$ cat src/rtl/param_seq_shifter_if.sv
// Start/busy/done handshake bundle for the multi-cycle shifter.
// Carries the operand request and the registered result.
interface param_seq_shifter_if #(
  parameter int WIDTH = 32,
  parameter int SW    = $clog2(WIDTH)
);
  logic             start;
  logic [1:0]       mode;
  logic [SW-1:0]    shamt;
  logic [WIDTH-1:0] in;
  logic             busy;
  logic             done;
  logic [WIDTH-1:0] out;

  modport master (
    output start, mode, shamt, in,
    input  busy, done, out
  );

  modport slave (
    input  start, mode, shamt, in,
    output busy, done, out
  );
endinterface

$ cat src/rtl/param_seq_shifter.sv
// Multi-cycle SLL/SRL/SRA/ROL shifter, up to STEP bits per clock.
// One request in flight; result registered and held until next done.
module param_seq_shifter #(
  parameter  int WIDTH = 32,
  parameter  int STEP  = 1,
  localparam int SW    = $clog2(WIDTH)
) (
  input  logic clk,
  input  logic rst_n,
  param_seq_shifter_if.slave bus
);

  typedef enum logic {
    IDLE,
    SHIFT
  } state_t;

  localparam logic [1:0] M_SLL = 2'b00;
  localparam logic [1:0] M_SRL = 2'b01;
  localparam logic [1:0] M_SRA = 2'b10;
  localparam logic [1:0] M_ROL = 2'b11;

  localparam logic [SW-1:0] STEPV = SW'(STEP);

  state_t           state;
  logic [WIDTH-1:0] acc;
  logic [SW-1:0]    rem;
  logic [1:0]       md;
  logic             busy_q;
  logic             done_q;
  logic [WIDTH-1:0] out_q;

  logic [SW-1:0]    s;
  logic [SW:0]      rs;
  logic [WIDTH-1:0] nxt;

  // Partial final step shifts only the bits that remain.
  always_comb begin
    s   = (rem < STEPV) ? rem : STEPV;
    rs  = (SW+1)'(WIDTH) - {1'b0, s};
    nxt = acc;
    unique case (md)
      M_SLL: nxt = acc << s;
      M_SRL: nxt = acc >> s;
      M_SRA: nxt = $signed(acc) >>> s;
      M_ROL: nxt = (acc << s) | (acc >> rs);
      default: nxt = acc;
    endcase
  end

  always_ff @(posedge clk or negedge rst_n) begin
    if (!rst_n) begin
      state  <= IDLE;
      acc    <= '0;
      rem    <= '0;
      md     <= '0;
      busy_q <= 1'b0;
      done_q <= 1'b0;
      out_q  <= '0;
    end else begin
      unique case (state)
        IDLE: begin
          done_q <= 1'b0;
          if (bus.start) begin
            acc    <= bus.in;
            rem    <= bus.shamt;
            md     <= bus.mode;
            busy_q <= 1'b1;
            state  <= SHIFT;
          end
        end
        SHIFT: begin
          if (rem != '0) begin
            acc <= nxt;
            rem <= rem - s;
          end else begin
            out_q  <= acc;
            done_q <= 1'b1;
            busy_q <= 1'b0;
            state  <= IDLE;
          end
        end
        default: state <= IDLE;
      endcase
    end
  end

  assign bus.busy = busy_q;
  assign bus.done = done_q;
  assign bus.out  = out_q;

endmodule

$ cat src/flat_wrapper.sv
// flat-port wrapper written by rule: the top's interface ports become plain ports
module param_seq_shifter_flat 
#(
  parameter  int WIDTH = 32,
  parameter  int STEP  = 1,
  localparam int SW    = $clog2(WIDTH)
)
  (clk, rst_n, bus_start, bus_mode, bus_shamt, bus_in, bus_busy, bus_done, bus_out);
  param_seq_shifter_if #(.WIDTH(WIDTH)) bus_i ();
  input  logic clk;
  input  logic rst_n;
  input wire logic [$bits(bus_i.start)-1:0] bus_start;
  input wire logic [$bits(bus_i.mode)-1:0] bus_mode;
  input wire logic [$bits(bus_i.shamt)-1:0] bus_shamt;
  input wire logic [$bits(bus_i.in)-1:0] bus_in;
  output wire logic [$bits(bus_i.busy)-1:0] bus_busy;
  output wire logic [$bits(bus_i.done)-1:0] bus_done;
  output wire logic [$bits(bus_i.out)-1:0] bus_out;
  assign bus_i.start = bus_start;
  assign bus_i.mode = bus_mode;
  assign bus_i.shamt = bus_shamt;
  assign bus_i.in = bus_in;
  assign bus_busy = bus_i.busy;
  assign bus_done = bus_i.done;
  assign bus_out = bus_i.out;
  param_seq_shifter #(.WIDTH(WIDTH), .STEP(STEP)) u_core (.clk(clk), .rst_n(rst_n), .bus(bus_i));
endmodule
$ cat config.mk
export PLATFORM = sky130hd
export DESIGN_NAME = param_seq_shifter_flat
export DESIGN_NICKNAME = d
export VERILOG_FILES = /design/src/rtl/param_seq_shifter_if.sv /design/src/rtl/param_seq_shifter.sv /design/src/flat_wrapper.sv
export SDC_FILE = /design/constraint.sdc
export NUM_CORES = 1
export LEC_CHECK = 0
export BUFFER_PORTS_ARGS = -buffer_cell sky130_fd_sc_hd__buf_2
export CAP_MARGIN = 20
export CORE_UTILIZATION = 34
export CTS_BUF_LIST = sky130_fd_sc_hd__clkbuf_4 sky130_fd_sc_hd__clkbuf_8 sky130_fd_sc_hd__clkbuf_16
export CTS_CLUSTER_DIAMETER = 80
export DETAILED_ROUTE_END_ITERATION = 7
export GPL_ROUTABILITY_DRIVEN = 0
export PLACE_DENSITY_LB_ADDON = 0.15
export SLEW_MARGIN = 20
export SYNTH_ARGS = -nofsm -noshare
export SYNTH_HDL_FRONTEND = slang
export SYNTH_SLANG_ARGS = --single-unit
$ cat constraint.sdc
create_clock -name clk -period 4.8 [get_ports clk]
set_clock_uncertainty 0.05 [all_clocks]
set_input_delay 0.24 -clock clk [delete_from_list [all_inputs] [get_ports clk]]
set_output_delay 0.24 -clock clk [all_outputs]
set_load 0.005 [all_outputs]
==> impl_results.md <==
- Share of layout cells above drive strength 1: 22.9%
- Vias post-DR: 3,841
- Post-layout minimum cycle time: 3.42 ns
- Worst vdd ir: 0.000216 V
- Post-Layout Inst Area: 5150 sq um
- Non-filler cells, final: 731
- Worst path slowest cell: ha_1
- Cts hold-fix bufs: 0
- Inst Count DP: 716
- RSZ-0062 raised after global routing: false
- Total core area: 12,600 sq um
- Compound-Gate Fraction of Synth Area: 19.1%
- Placed Instance Area: 4870 sq um
- Routed WL: 12.5 mm
- Main synth FF type: dfrtp_1
- Final Hold Viols: 0
- Avg Inst Size Synth: 8.75 sq um
- Max-Cap Viols: 0
- Relative slew slack: 36.3%
- Final setup fails: 0
- First-pass GRT wire length: 20.3 mm
- Clk sinks: 74
- Via density per instance: 5.25
- Post-route DRC: 0
- Status: complete, no violations
- Antenna diode count: 0
- Storage element area: 1850 sq um
- Origin of the worst setup path: u_core.rem[0]$_DFFE_PN0P_
- Setup TNS: 0 ns
- Slew Limit Fails: 0
- Drt wl/cell: 17.1 um
- Post-CTS setup buffer count: 0
- Fraction of registers with async set/reset: 100%
- Die H: 115 um
- Total track usage: 20.0%
- Pwr/cell area: 753 nW/um^2
- Leak Pwr: 2.41 nW
- Synth Net Count: 544
- Crit-path cells: nor4_4 > nand2_4 > inv_4 > ha_1 > mux2_2 > a22o_1 > a211oi_1 > o22ai_1
- Buffers & Inverters on Critical Path: 1
- DRT Pass-1 Iters: 6
- Die width: 115 um
- Critical R2R Launch: u_core.rem[0]$_DFFE_PN0P_
- Crit-path leading delay family: simple AND/OR/NAND/NOR gates
- Cts repair resizes: 0
- Hold_ws: 0.0162 ns
- #FFs+latches synth: 74
- Vias in the first global route: 3,765
- Nets: 599
- Skew-Pair Late Insertion Delay: 0.34 ns
- Cell Area, Synth: 4370 sq um
- Filler cells: 1,288
- Post-synthesis sequential area ratio: 42.3%
- Number of synthesized flops with an enable pin: 0
- Root buffer cell: clkbuf_16
- PortBufs: 75
- Critical Path RT: 4.93 ns
- Maximum achievable frequency: 292 MHz
- Ports: 76
- Std-Cell Rows: 41
- CTS tree: done
- H-Tree Depth: 3
- Main combinational cell family by area after synthesis: simple AND/OR/NAND/NOR gates
- Initial core utilization: 34.8%
- Worst-Margin Slew: 0.956 ns
- CP max FO: 30
- 1st-iter DRT viols: 274
- Critical path type: reg -> reg
- Crit share post-route: 71.3%
- Grt ovf: 0
- Largest net degree at the start of global routing: 75
- ANT nets after route: 0
- Critical Path Source Type: flip-flop
- Clock slew at reported path FFs: 0.05 ns
- Initial antenna violation count: 0
- Area growth syn-to-layout: 17.7%
- TritonCTS buffer count: 9
- Area share of xor/xnor cells in the synthesized design: 0.400%
- Post-synthesis mux area share: 13.2%
- Post-Syn Instances: 500
- Critical path's largest stage delay: 0.63 ns
- CTS max path bufs: 2
- Footprint of the multi-input gates: 2330 sq um
- Hold crit path type: in -> async
- Post-Synth Adder-Cell Area: 0.801%
- Crit path DAT: 3.55 ns
- Post-synthesis simple-gate area fraction: 19.6%
- Worst Setup End Kind: flip-flop
- Synth warn: 0
- Final HPWL DP: 8.36 mm
- DIE AREA: 13,300 sq um
- Netlist cell types: 51
==> layout make-up <==
type | count | area share, %
multi-input combinational | 379 | 45.3
sequential | 74 | 36.0
timing repair buffer | 83 | 8.50
clock buffer | 15 | 5.37
tap | 172 | 4.18
inverter | 8 | 0.632
==> Yosys cell counts, types with 2 or more instances <==
cell      count  share of area, %
nand2_1     134                11
dfrtp_1      74                42
a21oi_1      40               4.6
clkbuf_1     31               2.7
mux2i_1      25               5.7
nor2_1       22               1.9
o21ai_0      20               2.3
mux2_2       15               3.9
o211ai_1     15               2.6
a211oi_1     14               2.4
nor2b_1      14               2.0
nand3_1      11               1.3
o221ai_1     10               2.0
mux4_2        7               3.6
buf_2         6              0.69
inv_1         6              0.51
a31oi_1       5              0.72
a22oi_1       4              0.69
a21o_1        3              0.51
nor3_1        3              0.34
o21bai_1      3              0.51
o31ai_1       3              0.51
a221oi_1      2              0.40
a311o_1       2              0.46
and2_1        2              0.29
ha_1          2              0.57
nand3b_1      2              0.34
nand4_1       2              0.29
==> path summary, 6_finish.rpt <==
kind / to / slack, ns / cells after the start
min in group clk: u_core.md[0]$_DFFE_PN0P_ / 0.08 / 3
worst min-delay path: u_core.bus.out[7]$_DFFE_PN0P_ / 0.02 / 1
max in group asynchronous: u_core.state$_DFF_PN0_ / 4.02 / 1
worst max register to register: u_core.acc[12]$_DFFE_PN0P_ / 1.38 / 8
worst min register to register: u_core.bus.out[3]$_DFFE_PN0P_ / 0.41 / 2
worst max-delay path: u_core.acc[12]$_DFFE_PN0P_ / 1.38 / 8
==> through the flow <==
stage	utilization (%)	worst slack, ns	total power [mW]
2_1_floorplan	-	1.91	2.64
3_3_place_gp	38.8	1.51	3.22
3_5_place_dp	38.8	1.42	3.26
4_1_cts	41.0	1.40	3.91
5_1_grt	41.0	1.17	4.22
6_report	41.0	1.38	3.88
==> power by group <==
group | internal (mW) | switching (mW) | total [mW]
sequential | 0.942 | 0.428 | 1.37
combinational | 0.876 | 1.00 | 1.88
clock | 0.390 | 0.237 | 0.627
total | 2.21 | 1.67 | 3.88
==> placed cells by master, fill, tap and decap left out, drive strengths merged, types with 15 or more instances in the layout <==
cell type  count
a21oi         40
buf           83
clkbuf        15
dfrtp         74
mux2          15
mux2i         25
nand2        135
nor2          22
o211ai        15
o21ai         21
==> cell families after synthesis <==
family | Yosys count
compound gates | 128
xor+xnor | 2
fa+ha+maj | 3
buf+inv | 47
flops | 74
mux | 47
other cells | 1
simple gates | 198
==> metal layers <==
layer  GRT usage, %  wire [um]  up-vias
li1               -          -     1881
met1           28.3       6140     1870
met2           31.4       5810       84
met3           3.77        499        6
met4           5.02         85        0
met5              0          0        -
==> sequential cells by signal, indices dropped and copies added, names as in the netlist <==
| signal | cells |
|---|---|
| u_core.bus.busy | 1 |
| u_core.bus.done | 1 |
| u_core.acc | 32 |
| u_core.state | 1 |
| u_core.md | 2 |
| u_core.rem | 5 |
| u_core.bus.out | 32 |
==> worst register-to-register path, delay by kind of cell, from the launching register on <==
family | cells | cell delay [ns]
buf+inv | 1 | 0.38
mux | 1 | 0.42
simple gates | 2 | 0.73
fa+ha+maj | 1 | 0.64
compound gates | 3 | 0.62
flops | 1 | 0.45
Power figures use the tool's default switching activity.
